## config.mk

```make
export PLATFORM = sky130hd
export DESIGN_NAME = hamming_secded_stream_decoder
export DESIGN_NICKNAME = d
export VERILOG_FILES = /design/src/rtl/hamming_secded_stream_decoder.sv
export SDC_FILE = /design/constraint.sdc
export NUM_CORES = 1
export LEC_CHECK = 0
export ABC_AREA = 1
export ABC_CLOCK_PERIOD_IN_PS = 4500
export CORE_UTILIZATION = 30
export CTS_BUF_LIST = sky130_fd_sc_hd__clkbuf_4 sky130_fd_sc_hd__clkbuf_8
export CTS_CLUSTER_DIAMETER = 150
export CTS_CLUSTER_SIZE = 40
export DETAILED_ROUTE_END_ITERATION = 7
export DONT_BUFFER_PORTS = 1
export SLEW_MARGIN = 30
export SYNTH_ARGS = -nofsm -noshare
export SYNTH_HDL_FRONTEND = slang
export SYNTH_SLANG_ARGS = --single-unit
```

## constraint.sdc

```tcl
create_clock -name clk -period 4.5 [get_ports clk]
set_input_delay 0.9 -clock clk [delete_from_list [all_inputs] [get_ports clk]]
set_output_delay 0.9 -clock clk [all_outputs]
set_load 0.05 [all_outputs]
```

## src/rtl/hamming_secded_stream_decoder.sv

```systemverilog
// Pipelined Hamming SECDED decoder on a valid/ready stream with saturating error counters.
// Stage 1 computes syndrome and overall parity; stage 2 corrects, classifies and holds the result.
module hamming_secded_stream_decoder #(
  parameter  int DATA_W = 4,
  parameter  int CNT_W  = 16,
  // Smallest R with 2**R >= DATA_W + R + 1
  localparam int R      = (DATA_W <= 1)   ? 2 :
                          (DATA_W <= 4)   ? 3 :
                          (DATA_W <= 11)  ? 4 :
                          (DATA_W <= 26)  ? 5 :
                          (DATA_W <= 57)  ? 6 :
                          (DATA_W <= 120) ? 7 :
                          (DATA_W <= 247) ? 8 : 9,
  localparam int CW_W   = DATA_W + R + 1
) (
  input  logic              clk,
  input  logic              rst_n,
  input  logic              in_valid,
  output logic              in_ready,
  input  logic [CW_W-1:0]   codeword,
  output logic              out_valid,
  input  logic              out_ready,
  output logic [DATA_W-1:0] data_out,
  output logic              err_corr,
  output logic              err_uncorr,
  output logic [R-1:0]      err_pos,
  input  logic              cnt_clr,
  output logic [CNT_W-1:0]  corr_cnt,
  output logic [CNT_W-1:0]  uncorr_cnt
);

  localparam logic [CNT_W-1:0] CNT_MAX = '1;

  function automatic logic [R-1:0] calc_syndrome(input logic [CW_W-1:0] cw);
    logic [R-1:0] s;
    s = '0;
    for (int p = 1; p < CW_W; p++) begin
      for (int k = 0; k < R; k++) begin
        if (((p >> k) & 1) != 0) s[k] = s[k] ^ cw[p-1];
      end
    end
    return s;
  endfunction

  // Data bits live at the non-power-of-two positions, lowest data bit first
  function automatic logic [DATA_W-1:0] extract_data(input logic [CW_W-1:0] cw);
    logic [DATA_W-1:0] d;
    int j;
    d = '0;
    j = 0;
    for (int p = 1; p < CW_W; p++) begin
      if ((p & (p - 1)) != 0) begin
        d[j] = cw[p-1];
        j++;
      end
    end
    return d;
  endfunction

  logic            s1_valid;
  logic [CW_W-1:0] s1_cw;
  logic [R-1:0]    s1_syn;
  logic            s1_par;

  logic            out_adv;
  logic            out_fire;
  logic [CW_W-1:0] corrected;
  logic            n_corr;
  logic            n_uncorr;

  assign out_adv  = !out_valid || out_ready;
  assign in_ready = !s1_valid || out_adv;
  assign out_fire = out_valid && out_ready;

  always_ff @(posedge clk) begin
    if (!rst_n) begin
      s1_valid <= 1'b0;
      s1_cw    <= '0;
      s1_syn   <= '0;
      s1_par   <= 1'b0;
    end else if (in_ready) begin
      s1_valid <= in_valid;
      if (in_valid) begin
        s1_cw  <= codeword;
        s1_syn <= calc_syndrome(codeword);
        s1_par <= ^codeword;
      end
    end
  end

  // A nonzero syndrome beyond the last real position can only come from a multi-bit error
  always_comb begin
    corrected = s1_cw;
    n_corr    = 1'b0;
    n_uncorr  = 1'b0;
    if (s1_syn != '0) begin
      if (s1_par && (int'(s1_syn) <= CW_W - 1)) begin
        n_corr = 1'b1;
        for (int i = 0; i < CW_W - 1; i++) begin
          if (int'(s1_syn) == i + 1) corrected[i] = ~corrected[i];
        end
      end else begin
        n_uncorr = 1'b1;
      end
    end else if (s1_par) begin
      n_corr = 1'b1;
    end
  end

  always_ff @(posedge clk) begin
    if (!rst_n) begin
      out_valid  <= 1'b0;
      data_out   <= '0;
      err_corr   <= 1'b0;
      err_uncorr <= 1'b0;
      err_pos    <= '0;
    end else if (out_adv) begin
      out_valid <= s1_valid;
      if (s1_valid) begin
        data_out   <= extract_data(corrected);
        err_corr   <= n_corr;
        err_uncorr <= n_uncorr;
        err_pos    <= s1_syn;
      end
    end
  end

  always_ff @(posedge clk) begin
    if (!rst_n || cnt_clr) begin
      corr_cnt   <= '0;
      uncorr_cnt <= '0;
    end else if (out_fire) begin
      if (err_corr && (corr_cnt != CNT_MAX))     corr_cnt   <= corr_cnt + CNT_W'(1);
      if (err_uncorr && (uncorr_cnt != CNT_MAX)) uncorr_cnt <= uncorr_cnt + CNT_W'(1);
    end
  end

endmodule

```

## After elaboration in Yosys (flattened, before gate mapping)

Index checks and enable logic that the tools add are counted.

- Flip-flop bits (word level): 54
- Latch bits: 0
- RAM bits: 0
- Bits in read-only memories: 0
- Input port bits: 13
- Output and inout port bits: 43
- Word-level logic and storage cells: 130
- Memories: 0

- Add/sub/neg operators: 4
- $mul: 0
- Divide/modulo/power cells: 0
- Order comparisons: 6
- Equal/unequal tests: 9
- Shift-type cells: 0
- Muxes and demuxes: 66
- Bitwise gates (word level): 16
- Reductions and logical operators: 18

Operators by type and width:

| cell | number |
|---|---|
| 2-to-1 mux 32 bit | 9 |
| greater-or-equal comparator 32 x 1 -> 1 bit (second input constant) | 3 |
| < comparator 32 x 4 -> 1 bit (second input constant) | 3 |
| adder 32 x 2 -> 32 bit (second input constant) | 2 |
| 2-to-1 mux 1 bit | 43 |
| adder 16 x 1 -> 16 bit (second input constant) | 2 |
| inequality test 16 bit (second input constant) | 2 |
| 2-to-1 mux 4 bit | 6 |
| 2-to-1 mux 7 bit | 2 |
| bitwise mux 4 bit | 3 |
| equality test 3 bit (second input constant) | 4 |
| bitwise XOR 1 bit | 9 |
| AND reduction 2 bit | 4 |
| XOR reduction 8 bit | 1 |
| NOT 1 bit | 7 |
| demux 1 bit (select 2 bit) | 3 |
| equality test 3 x 2 -> 1 bit (second input constant) | 2 |
| logical AND 1 bit | 6 |
| equality test 3 x 1 -> 1 bit (second input constant) | 1 |
| zero test 1 bit | 3 |
| logical OR 1 bit | 3 |
| nonzero test 3 bit | 1 |

## Depth between registers and ports, before layout

Gate-level depths: netlist of the first run.

- Word-level depth: 17
- Mapped depth: 9
- Depth with buffers taken out: 9

## Worst setup path after synthesis of the first run

No wires, ideal clock.

- Path type: input-to-output
- Start: in out_ready
- End: out in_ready
- Arrival: 1360 ps
- Data required time: 3600 ps
- Path slack: 2240 ps
- Stages on the path: 2
- Buffers on the path: 0
- Path through: inv_1 -> nand3_1

- Cells in the longest elaborated chain, start to end: 2

Ends and longest elaborated chain:

| what | RTL line | text |
|---|---|---|
| from (decl) | 22 | `input logic out_ready,` |
| logical OR 1 bit | 71 | `assign out_adv = !out_valid \|\| out_ready;` |
| logical OR 1 bit | 72 | `assign in_ready = !s1_valid \|\| out_adv;` |
| to (decl) | 19 | `output logic in_ready,` |

No other way between the ends.

## Worst setup path in the final report of the first run

- Start: reg out_valid
- End: out in_ready

- Cells in the longest elaborated chain, start to end: 3

Ends and longest elaborated chain:

| what | RTL line | text |
|---|---|---|
| from (decl) | 21 | `output logic out_valid,` |
| from (signal assigned) | 118 | `out_valid <= s1_valid;` |
| zero test 1 bit | 71 |  |
| logical OR 1 bit | 71 |  |
| logical OR 1 bit | 72 |  |

No other way between the ends.

==> results_dict.tcl, run 1 <==
set metrics [dict create \
    status "finished clean" \
    relSlewSlack 0.519 \
    insertion_delay_ns 0.30 \
    cpLargestDelayFamily "flip-flops" \
    place_ws_ns 1.94 \
    seq_area_frac_synth 0.352 \
    drive_above_1_share 0.116 \
    cts_hold_buf 0 \
    synth_cells 423 \
    pwr_density_cell_nw_per_um2 282 \
    period_share 0.548 \
    path_buf_inv 0 \
    fill_cells 988 \
    pin_count 56 \
    die-area_um2 10100 \
    grt_use_met2 0.229 \
    dp_hpwl_um 4990 \
    timing.fmax_mhz 406 \
    synthDistinctLibCells 29 \
    whs_ns 0.504 \
    clock_sinks 51 \
    peakVddDrop_mv 0.145 \
    drtIter0Drc 102 \
    required_ns 3.60 \
    yosysMostFrequentCell "nand2_1" \
    nets 435 \
    hold_viol 0 \
    crit_cells 1 \
    gr-usage-met3 0.0439 \
    start_util 0.313 \
    finalCriticalPeriod_ns 2.47 \
    synthTopCellsByArea "dfxtp_1 (35%), nand2_1 (17%), nor2_1 (7.6%)" \
    critPathMaxStageDelay_ns 0.69 \
    cts_buffers 5 \
    rows 35 \
    cts.clk_slew.worst_paths_ns 0.09 \
    worst_slew_pin_slew_ns 0.721 \
    async_flop_share 0 \
    cts_tree "done" \
    grt-ovfl-total 0 \
    r2r_slack_ns 2.25 \
    die_w_um 100 \
    worstSetupStartpointType "flip-flop" \
    ant_nets 0 \
    num_vias 2549 \
    htreeDepth 2 \
    root_buffer "clkbuf_8" \
    fin_skew_ns 0.00419 \
    synth_area_um2 2900 \
    synth-seq-cells 51 \
    fp.dieH_um 100 \
    syn_nets 438 \
    synth-main-ff-cell "dfxtp_1" \
    grt_first_pass_wirelength_um 11000 \
    dr.pass1.iters 4 \
    cts_setup_buffers 0 \
    critPathSlowestCell "dfxtp_1" \
    gp_congestion 0.766 \
    grt_max_degree 27 \
    wire_per_inst_um 12.0 \
    cts_resized 0 \
    synth_top_cell_area_share 0.352 \
    rsz0062_at_grt "no" \
    drv_slew 0 \
    path_cells "nand3_1" \
    fin_util 0.335 \
    port_buffers 0 \
    r2r_cells 5 \
    path_max_fanout 4 \
    clockBufferDepth 2 \
    antenna_found_initial 0 \
    power.leakage_nw 1.04 \
    ys.warnings.count 0 \
    fin_tns_setup_ns 0 \
    setup_viol 0 \
    syn_avg_cell_area_um2 6.86 \
    area_delta_synth_final_pct 7.16 \
    crit_type "flip-flop to output pin" \
    synth_edf_count 0 \
    grt_most_used_layer "met2" \
    synth_common_cells "nand2_1 (130), nor2_1 (59), dfxtp_1 (51), inv_1 (37)" \
    end_kind "output pin" \
    grt_use_met1 0.169 \
    hold-path-cell-count 2 \
    fin_ws_ns 2.03 \
    core_um2 9280 \
    hold_path_class "flip-flop to flip-flop" \
    first_global_vias 2382 \
    antenna_cells 0 \
    yosysTopAreaCell "dfxtp_1" \
    cap_violations 0 \
    grtUsageTotal 0.137 \
    wl_um 6610 \
    cp.arrival_ns 1.57 \
    viasPerCell 4.63 \
    drc 0 \
]
metal layers:
layer  vias to the layer above  share of wire
met2                        62           0.47
li1                       1340              -
met5                         -              0
met1                      1141           0.44
met4                         0          0.010
met3                         6          0.077
final timing paths:
kind | from | end
max | out_valid$_SDFFE_PN0P_ | in_ready
min | s1_cw[4]$_SDFFE_PN0P_ | s1_cw[4]$_SDFFE_PN0P_
max reg2reg | out_valid$_SDFFE_PN0P_ | s1_syn[2]$_SDFFE_PN0P_
min reg2reg | s1_cw[4]$_SDFFE_PN0P_ | s1_cw[4]$_SDFFE_PN0P_
cells in the final DEF (no fill, tap or decap):
cell type  count
nor3_1         2
o21ai_4        2
clkinv_4       1
nand2_4        1
xnor2_1       21
a21oi_2       18
ha_1           2
o21ai_0       21
o221ai_1       3
nand3_2        4
o211ai_1       1
xor2_1         5
clkinv_2       1
nor2_2         6
nand2_2        5
nor2_4         2
clkbuf_8       5
a22oi_1        1
a211oi_1       1
dfxtp_1       51
nor2_1        59
bufinv_16      1
nand3_1       10
nand2_1      130
inv_2          3
nand4_1       12
inv_1         37
a21oi_1       16
through the flow:
step	instance area (um2)	power, W	instances
floorplan	2900	0.000559	423
global placement	3000	0.000568	542
detailed placement	3000	0.000570	542
CTS	3110	0.000889	550
global route	3110	0.000922	550
finish	3110	0.000877	550
sequential cells by signal, summed over array words and instances, names as in the netlist:
name,cells
corr_cnt,16
data_out,4
err_corr,1
err_pos,3
err_uncorr,1
out_valid,1
s1_cw,4
s1_par,1
s1_syn,3
s1_valid,1
uncorr_cnt,16
worst reg2reg max path, cell delays in order (launching register included):
cell and delay, ns:
dfxtp_1 0.69, nand3_1 0.58, nand2_1 0.41, inv_1 0.22, o21ai_0 0.19, a21oi_1 0.05
report_power, final:
group          switching (W)  internal (W)
logic              0.0000369     0.0000229
clock network       0.000153      0.000166
registers          0.0000343      0.000464
total               0.000224      0.000653
cell type report:
class | count | area (um2) | share of cell area
inverters | 40 | 150 | 0.0483
flip-flops and latches | 51 | 1020 | 0.328
multi-input cells | 322 | 1660 | 0.535
well taps | 129 | 161 | 0.0519
clock inverters | 3 | 43.8 | 0.0141
clock buffers | 5 | 68.8 | 0.0221
kinds of logic (layout without fill, tap and decap cells):
| kind of cell | count (synthesis) | count (layout) | synth area share |
|---|---|---|---|
| AO/OA/AOI/OAI | 63 | 63 | 0.146 |
| XOR/XNOR | 26 | 26 | 0.0785 |
| adder cells (fa/ha/maj) | 2 | 2 | 0.00862 |
| buffers and inverters | 50 | 48 | 0.0746 |
| flip-flops | 51 | 51 | 0.352 |
| AND/OR/NAND/NOR | 231 | 231 | 0.340 |
Note: power is estimated with default switching activity, not from simulation.
==> run 2, diff against run 1 <==
--- a/config.mk
+++ b/config.mk
@@ -6,7 +6,7 @@
 export NUM_CORES = 1
 export LEC_CHECK = 0
 export ABC_AREA = 1
-export ABC_CLOCK_PERIOD_IN_PS = 4500
+export ABC_CLOCK_PERIOD_IN_PS = 2480
 export CORE_UTILIZATION = 30
 export CTS_BUF_LIST = sky130_fd_sc_hd__clkbuf_4 sky130_fd_sc_hd__clkbuf_8
 export CTS_CLUSTER_DIAMETER = 150
==> constraint.sdc (replaced) <==
create_clock -name clk -period 2.48 [get_ports clk]
set_input_delay 0.496 -clock clk [delete_from_list [all_inputs] [get_ports clk]]
set_output_delay 0.496 -clock clk [all_outputs]
set_load 0.05 [all_outputs]
==> run 2 against run 1 <==
Net effect:
- sequential share of layout area down 2.8 points
- global-route usage rose by 0.66 points
- register-to-register slack got worse by 1.6 ns
- worst setup slack got worse by 1.4 ns
- clock power is 88% higher
- utilization up 3.1 points
- worst hold slack lost 0.19 ns
- clock skew rose by 0.0030 ns
==> results_dict.tcl, run 2 (synthesis results as in run 1) <==
set metrics [dict create \
    status "finished clean" \
    hold-path-cell-count 2 \
    area_delta_synth_final_pct 17.0 \
    pwr_density_cell_nw_per_um2 477 \
    hold_viol 0 \
    place_ws_ns 0.666 \
    combinationalPowerShare 0.081 \
    final_area_um2 3390 \
    fp.dieH_um 100 \
    num_vias 2714 \
    drtIter0Drc 69 \
    crit_type "flip-flop to flip-flop" \
    p_seq_frac 0.550 \
    cts_setup_buffers 0 \
    internal_power_w 0.00119 \
    period_share 0.738 \
    final_cell_mix "nand2_1 (130), nor2_1 (59), dfxtp_1 (51)" \
    cp.arrival_ns 2.08 \
    relSlewSlack 0.562 \
    grtUsageTotal 0.143 \
    fill_cells 1000 \
    cts_tree "done" \
    critPathMaxStageDelay_ns 0.53 \
    cts_buffers 5 \
    final_common_cell "nand2_1" \
    worst_slew_pin_slew_ns 0.656 \
    hp-start "rst_n" \
    root_buffer "clkbuf_8" \
    critPathSlowestCell "nor2_2" \
    grt_max_degree 17 \
    r2r_slack_ns 0.65 \
    end_kind "flip-flop" \
    drc 0 \
    fin_skew_ns 0.00723 \
    pin_count 56 \
    peakVddDrop_mv 0.249 \
    cts_resized 0 \
    antenna_cells 0 \
    p_sw_frac 0.264 \
    ant_nets 0 \
    p_sw_w 0.000427 \
    whs_ns 0.312 \
    clockBufferDepth 2 \
    hold_path_class "input port to flip-flop" \
    die-area_um2 10100 \
    cts_hold_buf 0 \
    gp_congestion 0.811 \
    min_to "data_out[3]$_SDFFE_PN0P_" \
    placed_cell_area_um2 3280 \
    reg2reg_to "uncorr_cnt[14]$_SDFFE_PP0P_" \
    power.leakage_nw 1.24 \
    path_cells "buf_4 > nand2_1 > nor2_2 > inv_1 > nor2_2 > nand2_1 > a21oi_2" \
    finalCriticalPeriod_ns 1.83 \
    layoutNonFillerInstCount 588 \
    cts.clk_slew.worst_paths_ns 0.10 \
    required_ns 2.73 \
    reg.largest.list "corr_cnt (16), uncorr_cnt (16)" \
    start_util 0.313 \
    grt-ovfl-total 0 \
    first_global_vias 2555 \
    worstSetupStartpointType "flip-flop" \
    clock_sinks 51 \
    die_w_um 100 \
    setup_viol 0 \
    crit_cells 7 \
    r2r_cells 7 \
    rsz0062_at_grt "no" \
    nets 473 \
    core_um2 9280 \
    fin_tns_setup_ns 0 \
    cpLargestDelayFamily "simple AND/OR/NAND/NOR gates" \
    dp_hpwl_um 5250 \
    fin_ws_ns 0.650 \
    clkPwrFrac 0.369 \
    grt_first_pass_wirelength_um 11600 \
    timing.fmax_mhz 547 \
    antenna_found_initial 0 \
    htreeDepth 2 \
    drv_slew 0 \
    port_buffers 0 \
    insertion_delay_ns 0.30 \
    drive_above_1_share 0.187 \
    path_buf_inv 2 \
    wire_per_inst_um 11.7 \
    rows 35 \
    dr.pass1.iters 4 \
    viasPerCell 4.62 \
    r2r_start "out_valid$_SDFFE_PN0P_" \
    dpl.cell_count 580 \
    cap_violations 0 \
    wl_um 6900 \
    path_max_fanout 15 \
]
-- run 2: cell type report --
cell class,count,area (um2),area share
clock buffers,5,68.8,0.0203
clock inverters,3,43.8,0.0129
inverters,40,150,0.0442
multi-input cells,322,1660,0.490
flip-flops and latches,51,1020,0.301
well taps,129,161,0.0475
repair buffers,38,285,0.0840
-- run 2: per-layer routing --
metal,up-vias,share of wire,track usage
met5,-,0,0
met4,0,0.0086,0.0390
met3,4,0.065,0.0390
met2,73,0.47,0.244
met1,1222,0.46,0.177
li1,1415,-,-
-- run 2: power groups by stage --
stage | logic (W) | registers [W] | clock network [W]
5_1_grt | 0.000151 | 0.000894 | 0.000653
3_3_place_gp | 0.000129 | 0.000908 | 0
4_1_cts | 0.000133 | 0.000890 | 0.000620
6_report | 0.000132 | 0.000890 | 0.000597
2_1_floorplan | 0.0000984 | 0.000916 | 0
3_5_place_dp | 0.000133 | 0.000909 | 0
-- run 2: worst max path at each step --
| stage | slack, ns | to | start |
|---|---|---|---|
| after floorplan | 0.43 | s1_par$_SDFFE_PN0P_ | out_valid$_SDFFE_PN0P_ |
| after global placement | 0.75 | uncorr_cnt[9]$_SDFFE_PP0P_ | out_valid$_SDFFE_PN0P_ |
| after detailed placement | 0.67 | uncorr_cnt[14]$_SDFFE_PP0P_ | out_valid$_SDFFE_PN0P_ |
| after CTS | 0.63 | uncorr_cnt[14]$_SDFFE_PP0P_ | out_valid$_SDFFE_PN0P_ |
| after global routing | 0.48 | uncorr_cnt[3]$_SDFFE_PP0P_ | uncorr_cnt[0]$_SDFFE_PP0P_ |
| final | 0.65 | uncorr_cnt[14]$_SDFFE_PP0P_ | out_valid$_SDFFE_PN0P_ |
-- run 2: metrics by stage --
stage / utilization / total power (W)
after floorplan: - / 0.00101
after global placement: 0.354 / 0.00104
after detailed placement: 0.354 / 0.00104
after CTS: 0.366 / 0.00164
after global routing: 0.366 / 0.00170
final: 0.366 / 0.00162
==> run 3, diff against run 2 <==
--- a/config.mk
+++ b/config.mk
@@ -6,7 +6,7 @@
 export NUM_CORES = 1
 export LEC_CHECK = 0
 export ABC_AREA = 1
-export ABC_CLOCK_PERIOD_IN_PS = 2480
+export ABC_CLOCK_PERIOD_IN_PS = 1700
 export CORE_UTILIZATION = 30
 export CTS_BUF_LIST = sky130_fd_sc_hd__clkbuf_4 sky130_fd_sc_hd__clkbuf_8
 export CTS_CLUSTER_DIAMETER = 150
==> constraint.sdc (replaced) <==
create_clock -name clk -period 1.7 [get_ports clk]
set_input_delay 0.34 -clock clk [delete_from_list [all_inputs] [get_ports clk]]
set_output_delay 0.34 -clock clk [all_outputs]
set_load 0.05 [all_outputs]
==> run 3 against run 2 <==
Net effect:
- total power up 41%
- combinational power up 47%
- clock power up 33%
- cell area up 1.7%
- global-route usage up 0.19 points
- non-clock buffer count up 5
- wire length up 1.8%
- fmax up 20%
- sequential power up 46%
- worst hold slack worse by 0.15 ns
- count of clock-buffer cells in the layout up 3
- first-iteration DRC count up 28%
- critical path type unchanged
- largest cell class unchanged
==> results_dict.tcl, run 3 (synthesis results as in run 1) <==
set metrics [dict create \
    reg.largest.list "corr_cnt (16), uncorr_cnt (16)" \
    fin_util 0.372 \
    pwr_density_cell_nw_per_um2 662 \
    period_share 0.898 \
    required_ns 1.94 \
    relSlewSlack 0.649 \
    cts_tree "done" \
    clockBufferDepth 2 \
    peakVddDrop_mv 0.510 \
    grt_max_degree 17 \
    dp_hpwl_um 5420 \
    rows 35 \
    viasPerCell 4.53 \
    wire_per_inst_um 11.8 \
    antenna_cells 0 \
    r2r_cells 7 \
    path_cells "ha_1 > nand3_2 > inv_2 > nand2_4 > o21ai_4 > nand2_1 > a21oi_2" \
    fin_tns_setup_ns 0 \
    finalCriticalPeriod_ns 1.53 \
    fp.dieH_um 100 \
    nets 478 \
    crit_cells 7 \
    cp-startpoint "corr_cnt[1]$_SDFFE_PP0P_" \
    start_util 0.313 \
    cp.arrival_ns 1.77 \
    num_vias 2689 \
    wl_um 7030 \
    critPathSlowestCell "o21ai_4" \
    ant_nets 0 \
    cts.clk_slew.worst_paths_ns 0.10 \
    die-area_um2 10100 \
    r2r_start "corr_cnt[1]$_SDFFE_PP0P_" \
    port_buffers 0 \
    timing.fmax_mhz 655 \
    fill_cells 1008 \
    final_common_cell "nand2_1" \
    cts_buffers 5 \
    final_cell_mix "nand2_1 (130), nor2_1 (59), dfxtp_1 (43), buf_4 (43), inv_1 (37)" \
    hp-start "rst_n" \
    status "finished clean" \
    fin_skew_ns 0.00595 \
    drtIter0Drc 88 \
    path_max_fanout 15 \
    cap_violations 0 \
    cpLargestDelayFamily "compound AO/OA/AOI/OAI gates" \
    grt-ovfl-total 0 \
    worst_slew_pin_slew_ns 0.526 \
    setup_viol 0 \
    first_global_vias 2461 \
    grt_first_pass_wirelength_um 11700 \
    gp_congestion 0.853 \
    rsz0062_at_grt "no" \
    drive_above_1_share 0.216 \
    crit_type "flip-flop to flip-flop" \
    clock_sinks 51 \
    root_buffer "clkbuf_8" \
    antenna_found_initial 0 \
    end_kind "flip-flop" \
    die_w_um 100 \
    area_delta_synth_final_pct 18.9 \
    worstSetupStartpointType "flip-flop" \
    grtUsageTotal 0.145 \
    htreeDepth 2 \
    core_um2 9280 \
    hold_viol 0 \
    pin_count 56 \
    hold_path_class "input port to flip-flop" \
    dr.pass1.iters 4 \
    hold-path-cell-count 2 \
    drv_slew 0 \
    insertion_delay_ns 0.29 \
    path_buf_inv 1 \
    drc 0 \
    critPathMaxStageDelay_ns 0.40 \
    power.leakage_nw 1.27 \
]
-- run 3: timing repair --
item,4_1_cts,5_1_grt
hold buffers,0,0
setup endpoints to repair,1,21
resized for setup,1,1
buffers inserted,0,0
endpoints found under the hold margin,0,0
pin swaps,0,1
-- run 3: per-stage QoR --
stage | hold WS, ns | setup slack, ns | instance area (um2) | total power, W | cells
finish | 0.166 | 0.173 | 3450 | 0.00229 | 593
global route | 0.146 | 0.00981 | 3450 | 0.00240 | 593
CTS | 0.154 | 0.0261 | 3450 | 0.00232 | 593
detailed placement | 0.471 | 0.0112 | 3340 | 0.00152 | 585
global placement | 0.459 | 0.0714 | 3340 | 0.00152 | 585
floorplan | 0.446 | 0.00621 | 2920 | 0.00148 | 423
-- run 3: report_power, final --
| group | internal (W) | switching (W) |
|---|---|---|
| Sequential | 0.00123 | 0.0000708 |
| Clock | 0.000389 | 0.000405 |
| Combinational | 0.0000709 | 0.000123 |
-- run 3: worst paths after layout --
path                              end  slack [ns]
min reg2reg     s1_cw[4]$_SDFFE_PN0P_        0.49
min          data_out[3]$_SDFFE_PN0P_        0.17
max reg2reg  corr_cnt[9]$_SDFFE_PP0P_        0.17
max          corr_cnt[9]$_SDFFE_PP0P_        0.17
-- run 3: cell type report --
type	instances	area (um2)	area share
Inverter	40	150	0.0435
Timing Repair Buffer	43	323	0.0935
Sequential cell	51	1030	0.299
Clock buffer	8	104	0.0301
Tap cell	129	161	0.0468
Multi-Input combinational cell	322	1680	0.487
-- run 3: routing by layer --
layer,share of wire,GRT usage,vias to the layer above
met3,0.052,0.0376,4
met5,0,0,-
met1,0.47,0.185,1207
met2,0.47,0.244,46
li1,-,-,1432
met4,0.0097,0.0334,0
